### config.mk
export PLATFORM = sky130hd
export DESIGN_NAME = filter_win_ctrl
export DESIGN_NICKNAME = d
export VERILOG_FILES = /design/src/rtl/filter_win_ctrl.sv
export SDC_FILE = /design/constraint.sdc
export NUM_CORES = 1
export LEC_CHECK = 0
export ABC_CLOCK_PERIOD_IN_PS = 6100
export BUFFER_PORTS_ARGS = -buffer_cell sky130_fd_sc_hd__buf_2
export CORE_ASPECT_RATIO = 1.75
export CORE_MARGIN = 2
export CORE_UTILIZATION = 35
export CTS_CLUSTER_SIZE = 8
export DETAILED_ROUTE_END_ITERATION = 8
export REMOVE_ABC_BUFFERS = 1
export SYNTH_ARGS = -nofsm -noshare
export SYNTH_HDL_FRONTEND = slang
export SYNTH_SLANG_ARGS = --single-unit
### constraint.sdc
create_clock -name clk_100M -period 6.1 [get_ports clk_100M]
set_input_delay 0 -clock clk_100M [delete_from_list [all_inputs] [get_ports clk_100M]]
set_output_delay 0 -clock clk_100M [all_outputs]
set_load 0.005 [all_outputs]
### src/rtl/filter_win_ctrl.sv
`default_nettype none
// ============================================================================
// filter_win_ctrl : measures edges of the filtered square wave over a gate
// and derives the filter window length as WIN_K / edges (clamped).
// Revision 1.0
// ============================================================================
module filter_win_ctrl #(
    parameter int unsigned GATE_CYC = 10_000_000,
    parameter int unsigned WIN_K    = 200_000,
    parameter int unsigned WIN_MAX  = 20_000,
    parameter int unsigned WIN_INIT = 0
) (
    input  logic        clk_100M,
    input  logic        rst_n,
    input  logic        en,
    input  logic        manual_en,
    input  logic [31:0] manual_win,
    input  logic        sq_sig_filter,
    output logic [31:0] win_len,
    output logic        win_upd,
    output logic        busy,
    output logic [31:0] edge_cnt
);
    localparam logic [31:0] C_GATE_LAST = 32'(GATE_CYC - 1);
    localparam logic [31:0] C_WIN_K     = 32'(WIN_K);
    localparam logic [31:0] C_WIN_MAX   = 32'(WIN_MAX);
    localparam logic [31:0] C_WIN_INIT  = 32'(WIN_INIT);

    typedef enum logic [1:0] {
        S_IDLE = 2'd0,
        S_GATE = 2'd1,
        S_DIV  = 2'd2,
        S_UPD  = 2'd3
    } state_t;

    state_t      state_q, state_d;
    logic [31:0] gate_cnt_q, gate_cnt_d;
    logic [31:0] acc_q, acc_d;
    logic [31:0] rem_q, rem_d;
    logic [31:0] quo_q, quo_d;
    logic [4:0]  bit_q, bit_d;
    logic [31:0] win_len_q, win_len_d;
    logic        win_upd_q, win_upd_d;
    logic [31:0] edge_cnt_q, edge_cnt_d;
    logic        prev_q;

    logic        w_rise;
    logic [32:0] w_rem_sh;
    logic        w_take;
    logic [31:0] w_quo_nxt;
    logic [31:0] w_quo_fin;
    logic [31:0] w_acc_inc;

    assign w_rise    = sq_sig_filter & ~prev_q;
    // Restoring division: the accumulator is stable during DIV and acts as divisor.
    assign w_rem_sh  = {rem_q, quo_q[31]};
    assign w_take    = (w_rem_sh >= {1'b0, acc_q});
    assign w_quo_nxt = {quo_q[30:0], w_take};
    assign w_quo_fin = (acc_q == 32'd0)        ? 32'd0     :
                       (w_quo_nxt > C_WIN_MAX) ? C_WIN_MAX : w_quo_nxt;
    assign w_acc_inc = (acc_q == 32'hFFFF_FFFF) ? acc_q : acc_q + 32'd1;

    always_comb begin
        state_d    = state_q;
        gate_cnt_d = gate_cnt_q;
        acc_d      = acc_q;
        rem_d      = rem_q;
        quo_d      = quo_q;
        bit_d      = bit_q;
        win_len_d  = win_len_q;
        win_upd_d  = 1'b0;
        edge_cnt_d = edge_cnt_q;
        if (manual_en) begin
            state_d   = S_IDLE;
            win_len_d = manual_win;
        end else if (!en) begin
            state_d = S_IDLE;
        end else begin
            case (state_q)
                S_IDLE, S_UPD: begin
                    state_d    = S_GATE;
                    gate_cnt_d = 32'd0;
                    acc_d      = 32'd0;
                end
                S_GATE: begin
                    if (w_rise) begin
                        acc_d = w_acc_inc;
                    end
                    if (gate_cnt_q == C_GATE_LAST) begin
                        state_d = S_DIV;
                        rem_d   = 32'd0;
                        quo_d   = C_WIN_K;
                        bit_d   = 5'd0;
                    end else begin
                        gate_cnt_d = gate_cnt_q + 32'd1;
                    end
                end
                S_DIV: begin
                    rem_d = w_take ? 32'(w_rem_sh - {1'b0, acc_q}) : w_rem_sh[31:0];
                    quo_d = w_quo_nxt;
                    bit_d = bit_q + 5'd1;
                    // Last quotient bit resolves on the same edge that loads the outputs.
                    if (bit_q == 5'd31) begin
                        state_d    = S_UPD;
                        win_len_d  = w_quo_fin;
                        edge_cnt_d = acc_q;
                        win_upd_d  = 1'b1;
                    end
                end
                default: state_d = S_IDLE;
            endcase
        end
    end

    always_ff @(posedge clk_100M) begin
        if (!rst_n) begin
            state_q    <= S_IDLE;
            gate_cnt_q <= 32'd0;
            acc_q      <= 32'd0;
            rem_q      <= 32'd0;
            quo_q      <= 32'd0;
            bit_q      <= 5'd0;
            win_len_q  <= C_WIN_INIT;
            win_upd_q  <= 1'b0;
            edge_cnt_q <= 32'd0;
            prev_q     <= 1'b0;
        end else begin
            state_q    <= state_d;
            gate_cnt_q <= gate_cnt_d;
            acc_q      <= acc_d;
            rem_q      <= rem_d;
            quo_q      <= quo_d;
            bit_q      <= bit_d;
            win_len_q  <= win_len_d;
            win_upd_q  <= win_upd_d;
            edge_cnt_q <= edge_cnt_d;
            prev_q     <= sq_sig_filter;
        end
    end

    assign win_len  = win_len_q;
    assign win_upd  = win_upd_q;
    assign edge_cnt = edge_cnt_q;
    assign busy     = (state_q != S_IDLE);

endmodule
`default_nettype wire

After elaboration in Yosys (flattened, before gate mapping)
Cells that the tools add are included.

storage, ports and cells
  register bits = 201
  input bits = 37
  logic and storage cells = 72

operators by class
  $add $sub $neg = 4
  order comparisons = 2
  equal/unequal tests = 11
  multiplexer cells = 22
  bitwise operators = 6
  reduce and logical (&&, ||, !) cells = 17

operators by type and width
  cell                   count
  $mux 32                12
  $pmux 32 s2            4
  $add 32x1->32 const B  2
  $ge 33x32->1           1
  $eq 32x24->1 const B   1
  $eq 32x32->1 const B   1
  $gt 32x15->1 const B   1
  $logic_not 32->1       1
  $sub 32x32->32         1
  $reduce_and 4->1       3
  $reduce_bool 2->1      6
  $ne 2x2->1 const B     5
  $pmux 5 s2             1
  $pmux 2 s3             1
  $add 5x1->5 const B    1
  $eq 5x5->1 const B     1
  $mux 5                 1
  $not 1->1              5
  $reduce_and 5->1       1
  $eq 2x2->1 const B     2
  $mux 2                 2
  $reduce_or 4->1        1
  $reduce_and 3->1       1
  $reduce_or 3->1        1
  other kinds (6)        6

Depth between registers and ports, before layout
Gate-level depths: netlist of the first run.

  word-level depth = 8
  depth in mapped cells = 13
  depth with buffers taken out = 12

Worst setup path after synthesis of the first run
OpenSTA, ideal clock, no wires.

  path type = register to register
  start = reg acc_q[1]
  end = reg win_len_q[5] (netlist: win_len[5])
  library setup time = 0.122 ns
  data arrival time = 2.698 ns
  data required time = 5.978 ns
  path slack = 3.281 ns
  cell stages (with the launch flop) = 12
  clock period less this slack = 2.819 ns
  path through = dfxtp_1 inv_1 ha_1 nor2b_1 o31a_1 o311a_1 o211ai_1 a21oi_1 a41oi_2 a21boi_2 and2_1 a221o_1

between the ends
  longest elaborated chain between the ends = 8
  elaborated cells between the ends (all ways) = 9

ends and longest elaborated chain
  item                    line  source
  from (decl)             38    logic [31:0] acc_q, acc_d;
  from (signal assigned)  119   acc_q <= 32'd0;
  from (signal assigned)  130   acc_q <= acc_d;
  $ge 33x32->1            57    assign w_take = (w_rem_sh >= {1'b0, acc_q});
  $gt 32x15->1            60    (w_quo_nxt > C_WIN_MAX) ? C_WIN_MAX : w_quo_nxt;
  $mux 32                 60
  $mux 32 (*)             59    assign w_quo_fin = (acc_q == 32'd0) ? 32'd0 :
  $mux 32 (*)             103   if (bit_q == 5'd31) begin
  $mux 32 (*)             79    case (state_q)
  $mux 32 (*)             76    end else if (!en) begin
  $mux 32 (*)             73    if (manual_en) begin
  to (signal assigned)    134   win_len_q <= win_len_d;
  to (decl)               42    logic [31:0] win_len_q, win_len_d;

Every way passes the cells marked *; elsewhere a longest branch is shown, timed or not. The select of a mux whose other input is x is not followed.
A chain may end at the register's enable or synchronous reset.

Worst setup path in the final report of the first run
  start = reg acc_q[1]
  end = reg rem_q[26]

between the ends
  longest elaborated chain between the ends = 3
  elaborated cells between the ends (all ways) = 4

ends and longest elaborated chain
  item                                                   line    source
  $sub 32x32->32 / $ge 33x32->1 (equally long branches)  99, 57
  $mux 32 (*)                                            99      rem_d = w_take ? 32'(w_rem_sh - {1'b0, acc_q}) : w_rem_sh[31:0];
  $pmux 32 s2 (*)                                        79
  to (signal assigned)                                   131     rem_q <= rem_d;
  to (decl)                                              39      logic [31:0] rem_q, rem_d;

Every way passes the cells marked *; elsewhere a longest branch is shown, timed or not.

==> results.cfg, run 1 <==
[logic_synthesis]
syn-cell-area_mm2 = 0.0103
yosys_most_used_dff = sky130_fd_sc_hd__dfxtp_1
synth-edff-count = 0
synth_most_common_cell = sky130_fd_sc_hd__dfxtp_1
synth-async-reset-ratio_pct = 0
ys_top_cells_by_count = sky130_fd_sc_hd__dfxtp_1 (201), sky130_fd_sc_hd__nand2_1 (190), sky130_fd_sc_hd__nor2_1 (93)
synth.distinct_cells = 64
yosys-top-cells-area = sky130_fd_sc_hd__dfxtp_1 (39%), sky130_fd_sc_hd__nand2_1 (7.0%), sky130_fd_sc_hd__ha_1 (5.0%)
synth-warning-count = 0
seq_area_frac_synth_pct = 39.2
postSynthRegisterBits = 201
leading_area_contributor_after_synthesis = sky130_fd_sc_hd__dfxtp_1
syn-instance-count = 1252
synth_top_cell_area_share_pct = 39.2
synth_area_per_cell_um2 = 8.19

[detailed_routing]
vias_per_cell = 5.25
wl_um = 28900
drc = 0
drt_pass1_iterations = 6
drt_first_iter_violations = 528
detailroute.via_count = 9163
drtAntennaViolNets = 0
wire_per_inst_um = 16.5

[hold_path]
hold_path.class = primary input to flip-flop

[clock_tree]
holdBufCountCts = 35
tritoncts_clock_tree = yes
clk_latency_ns = 0.56
path_clk_slew_ns = 0.05
htree_levels = 1
cts_buffers = 29
postCtsSetupRepairBufs = 0
clock_tree.buffer_depth = 3
cts-resized-gates = 0
ctsRootBufferMaster = sky130_fd_sc_hd__clkbuf_16
cts_num_sinks = 201

[timing]
max_freq_mhz = 245
maxSlewHeadroom_pct = 17.8
setup_total_negative_slack_ns = 0
grt_setup_unrepaired = false
finalCritPeriodShare_pct = 66.9
hold_violations = 0
report.final.slew_viol_count = 0
clock-skew-final_ns = 0.0174
period_minus_slack_ns = 4.08
worstMarginPinSlew_ns = 1.23
finalSetupViolCount = 0

[setup_path]
timing.critical_path.cells = inv_1, ha_1, nor2b_1, o31a_1, o311a_1, o211ai_1, a21oi_1, a41oi_4, buf_4, nand2b_1, o21ai_0
critical_path_data_required_time_ns = 6.52
worstPathMaxFanout = 34
start_kind = flip-flop
crit_path_max_incr_delay_ns = 0.66
criticalPathCategory = flip-flop to flip-flop
critPathArrivalTime_ns = 4.50
end_kind = flip-flop
timing.critical_path.slowest_stage_cell = sky130_fd_sc_hd__a41oi_4

[pwr]
seqPwrFrac_pct = 45.8
internal_power_mw = 2.26
power_frac_comb_pct = 4.4
power.density_cell_area_mw_per_mm2 = 239
clockPowerShare_pct = 49.9
cellLeakagePower_nw = 4.68
netSwitchingFraction_pct = 22.4
p_sw_mw = 0.653
max-vdd-ir-drop_uv = 226

[finish]
final_util_pct = 41.9
final_instance_count_excl_fillers = 1744
drive_gt1_share_pct = 11.5
antenna_cells = 0
layout_area_overhead_pct = 18.8
finish.net_count = 1440

[floorplanning]
floorplan.initialDensity_pct = 35.3
dieHeight_um = 230
design.die.area_mm2 = 0.0308
num_io_pins = 103
row_count = 83
die_w_um = 133
placeableCoreArea_mm2 = 0.0291

[global_route]
grt_overflow = 0
grt_antenna_before_repair = 0
maximum_number_of_pins_on_one_net_before_global_route_repair = 90
grt_first_pass_wirelength_um = 46400
first_global_vias = 9083
globalRouteTotalUtil_pct = 18.5

[flow_run]
max_cap_violations = 0

[place]
dpl.cell_count = 1677
place.detailed.hpwl_um = 20400
portBuffers = 102
globalplace.congestion = 0.872

[run_status]
outcome = complete, no violations
-- stage by stage --
| stage | hold slack, ns | worst slack (ns) | power [mW] | area [um^2] |
|---|---|---|---|---|
| 5_1_grt | 0.176 | 1.75 | 3.01 | 12200 |
| 6_report | 0.129 | 2.02 | 2.92 | 12200 |
| 3_3_place_gp | 0.249 | 2.22 | 1.47 | 11100 |
| 3_5_place_dp | 0.248 | 2.09 | 1.47 | 11100 |
| 2_1_floorplan | 0.0989 | 2.25 | 1.41 | 9960 |
| 4_1_cts | 0.108 | 2.06 | 2.95 | 12200 |
-- final cells by class --
cell class / instances / area (um^2)
repair buffers: 147 / 938
fillers: 2975 / 16900
flip-flops and latches: 201 / 4020
inverters: 53 / 199
multi-input cells: 929 / 5770
clock inverters: 3 / 55.1
well taps: 382 / 478
clock buffers: 29 / 726
-- path summary, 6_finish.rpt --
path,start,slack [ns],to,cells after the start
hold / removal,manual_en,0.13,win_len[15]$_SDFFE_PN0P_,3
setup / recovery,acc_q[1]$_SDFFE_PN0P_,2.02,rem_q[26]$_SDFFE_PN0P_,11
setup reg to reg,acc_q[1]$_SDFFE_PN0P_,2.02,rem_q[26]$_SDFFE_PN0P_,11
hold reg to reg,edge_cnt[16]$_SDFFE_PN0P_,0.46,edge_cnt[16]$_SDFFE_PN0P_,2
-- kinds of logic after synthesis --
| group | share of synthesized area (%) |
|---|---|
| simple gates | 23.6 |
| buf+inv | 4.82 |
| xor+xnor | 7.09 |
| fa+ha+maj | 5.20 |
| mux | 0.293 |
| compound gates | 19.8 |
| flops | 39.2 |
-- cells in the final DEF (no fill, tap or decap), types with 47 or more instances in the layout --
cell type and count:
sky130_fd_sc_hd__nand3_1 66, sky130_fd_sc_hd__dfxtp_1 201, sky130_fd_sc_hd__a21boi_0 65, sky130_fd_sc_hd__a21oi_1 47, sky130_fd_sc_hd__o21ai_0 67, sky130_fd_sc_hd__buf_2 101
sky130_fd_sc_hd__inv_1 53, sky130_fd_sc_hd__nor2_1 93, sky130_fd_sc_hd__xnor2_1 50, sky130_fd_sc_hd__nand2_1 190
-- critical path: cells and delay by family, from the launching register on --
family	cells	cell delay, ns
flops	1	0.43
compound gates	6	2.00
buf+inv	2	0.56
simple gates	2	0.61
fa+ha+maj	1	0.32
-- sequential cells by signal, indices dropped and copies added (netlist names) --
signal,count
gate_cnt_q,32
edge_cnt,32
win_len,32
win_upd,1
quo_q,32
rem_q,32
prev_q,1
acc_q,32
bit_q,5
state_q,2
-- power groups by stage --
stage | Sequential [mW] | Combinational (mW) | Clock, mW
2_1_floorplan | 1.36 | 0.0519 | 0
3_3_place_gp | 1.36 | 0.109 | 0
3_5_place_dp | 1.36 | 0.110 | 0
4_1_cts | 1.34 | 0.128 | 1.49
5_1_grt | 1.34 | 0.139 | 1.53
6_report | 1.34 | 0.127 | 1.45
-- routing by layer --
layer	part of all wire, %	track usage, %	up-vias
met5	0	0	-
met4	3.2	7.55	0
met3	3.6	2.44	62
met2	54	36.2	190
met1	39	19.7	4341
li1	-	-	4570
Power figures use the tool's default switching activity.
==> inputs of run 2 (changes only) <==
- ABC_CLOCK_PERIOD_IN_PS: 6100 -> 3900
- clock period: 6.1 -> 3.9 ns (I/O delays scaled with it)
==> run 2 against run 1 <==
Effect of this change: maximum frequency up 16%; sequential share of layout area down 0.65 points; utilization up 0.84 points; final cell count up 1.5%.
==> results.cfg, run 2 (synthesized netlist as in run 1, its figures left out) <==
[clock_tree]
path_clk_slew_ns = 0.05
holdBufCountCts = 52
ctsRootBufferMaster = sky130_fd_sc_hd__clkbuf_16
htree_levels = 1
postCtsSetupRepairBufs = 0
clock_tree.buffer_depth = 3
cts_num_sinks = 201
cts_buffers = 29
cts-resized-gates = 0
tritoncts_clock_tree = yes
clk_latency_ns = 0.56

[place]
portBuffers = 102
dpl.cell_count = 1687
globalplace.congestion = 0.907
place_worst_setup_slack_ns = 0.410
place.detailed.hpwl_um = 20500

[hold_path]
worstHoldStart = en
min_to = state_q[0]$_SDFFE_PP0P_
hold_path.class = primary input to flip-flop
min_delay_path_depth = 5

[pwr]
cellLeakagePower_nw = 4.82
max-vdd-ir-drop_uv = 349
power.density_cell_area_mw_per_mm2 = 369

[floorplanning]
placeableCoreArea_mm2 = 0.0291
dieHeight_um = 230
die_w_um = 133
floorplan.initialDensity_pct = 35.3
design.die.area_mm2 = 0.0308
num_io_pins = 103
row_count = 83

[setup_path]
regToRegStartpoint = acc_q[1]$_SDFFE_PN0P_
critical_path_data_required_time_ns = 4.31
rrSetupSlack_ns = 0.39
start_kind = flip-flop
end_kind = flip-flop
worstPathMaxFanout = 32
criticalPathCategory = flip-flop to flip-flop
worstRegToRegCells = 11
regToRegEndpoint = rem_q[21]$_SDFFE_PN0P_
critPathArrivalTime_ns = 3.92

[detailed_routing]
detailroute.via_count = 9259
vias_per_cell = 5.23
drtAntennaViolNets = 0
wl_um = 29100
drt_first_iter_violations = 473
drt_pass1_iterations = 5
wire_per_inst_um = 16.4
drc = 0

[finish]
most_frequent_standard_cell_in_the_layout_excluding_fill_and_tap_cells = sky130_fd_sc_hd__dfxtp_1
final.fill_count = 2955
final_instance_count_excl_fillers = 1771
layout_area_overhead_pct = 21.2
drive_gt1_share_pct = 12.0
finish.net_count = 1467
layout_common_cells = sky130_fd_sc_hd__dfxtp_1 (201), sky130_fd_sc_hd__nand2_1 (190), sky130_fd_sc_hd__buf_2 (101), sky130_fd_sc_hd__nor2_1 (93), sky130_fd_sc_hd__o21ai_0 (67)
antenna_cells = 0

[timing]
hold_violations = 0
grt_setup_unrepaired = false
finalSetupViolCount = 0
worstMarginPinSlew_ns = 0.830
max_freq_mhz = 285
maxSlewHeadroom_pct = 44.0
finalCritPeriodShare_pct = 90.0
final.hold.worst_slack_ns = 0.0317
period_minus_slack_ns = 3.51
setup_total_negative_slack_ns = 0
post-route-worst-setup-slack_ns = 0.391
clock-skew-final_ns = 0.0219
report.final.slew_viol_count = 0

[global_route]
grt_first_pass_wirelength_um = 46900
globalRouteTotalUtil_pct = 18.7
grt_overflow = 0
grt_antenna_before_repair = 0
maximum_number_of_pins_on_one_net_before_global_route_repair = 75
first_global_vias = 9295

[run_status]
outcome = complete, no violations

[flow_run]
max_cap_violations = 0
run 2: changes by cell type in the layout (fill, tap and decap cells not counted):
| cell | change |
|---|---|
| sky130_fd_sc_hd__dlygate4sd3_1 | +17 |
| sky130_fd_sc_hd__buf_4 | +10 |
run 2: cell type report:
class / instances / area, um^2 / area share (%)
Tap cell: 382 / 478 / 3.84
Clock inverter: 3 / 55.1 / 0.443
Clock buffer: 29 / 726 / 5.84
Sequential cell: 201 / 4020 / 32.4
Timing Repair Buffer: 174 / 1180 / 9.52
Multi-Input combinational cell: 929 / 5770 / 46.4
Inverter: 53 / 199 / 1.60
run 2: power by group:
group | internal [mW] | total, mW | switching [mW]
logic | 0.107 | 0.217 | 0.110
registers | 2.08 | 2.09 | 0.0114
clock network | 1.37 | 2.28 | 0.907
total | 3.55 | 4.58 | 1.03
run 2: worst max-delay path by stage:
stage / startpoint / to / cells after the start
floorplan: acc_q[1]$_SDFFE_PN0P_ / win_len[10]$_SDFFE_PN0P_ / 11
CTS: acc_q[1]$_SDFFE_PN0P_ / rem_q[21]$_SDFFE_PN0P_ / 11
global placement: acc_q[1]$_SDFFE_PN0P_ / rem_q[30]$_SDFFE_PN0P_ / 11
global route: acc_q[1]$_SDFFE_PN0P_ / rem_q[21]$_SDFFE_PN0P_ / 11
finish: acc_q[1]$_SDFFE_PN0P_ / rem_q[21]$_SDFFE_PN0P_ / 11
detailed placement: acc_q[1]$_SDFFE_PN0P_ / rem_q[21]$_SDFFE_PN0P_ / 11
run 2: per-stage QoR:
stage | utilization, % | area [um^2] | power, mW
finish | 42.8 | 12400 | 4.58
detailed placement | 38.3 | 11100 | 2.31
floorplan | - | 9960 | 2.21
CTS | 42.8 | 12400 | 4.64
global route | 42.8 | 12400 | 4.73
global placement | 38.3 | 11100 | 2.31
run 2: critical path: stages (launching register included):
cell and delay [ns]:
sky130_fd_sc_hd__dfxtp_1 0.42, sky130_fd_sc_hd__inv_1 0.12, sky130_fd_sc_hd__ha_1 0.32, sky130_fd_sc_hd__nor2b_1 0.15
sky130_fd_sc_hd__o31a_1 0.27, sky130_fd_sc_hd__o311a_1 0.30, sky130_fd_sc_hd__o211ai_1 0.30, sky130_fd_sc_hd__a21oi_1 0.24
sky130_fd_sc_hd__a41oi_4 0.30, sky130_fd_sc_hd__buf_4 0.37, sky130_fd_sc_hd__nand2b_1 0.41, sky130_fd_sc_hd__o21ai_0 0.16
run 2: routing by layer:
metal	global-route usage (%)	wire [um]	vias up
li1	-	-	4634
met5	0	0	-
met4	9.34	1240	0
met2	36.5	15800	213
met1	19.3	11100	4341
met3	2.24	954	71
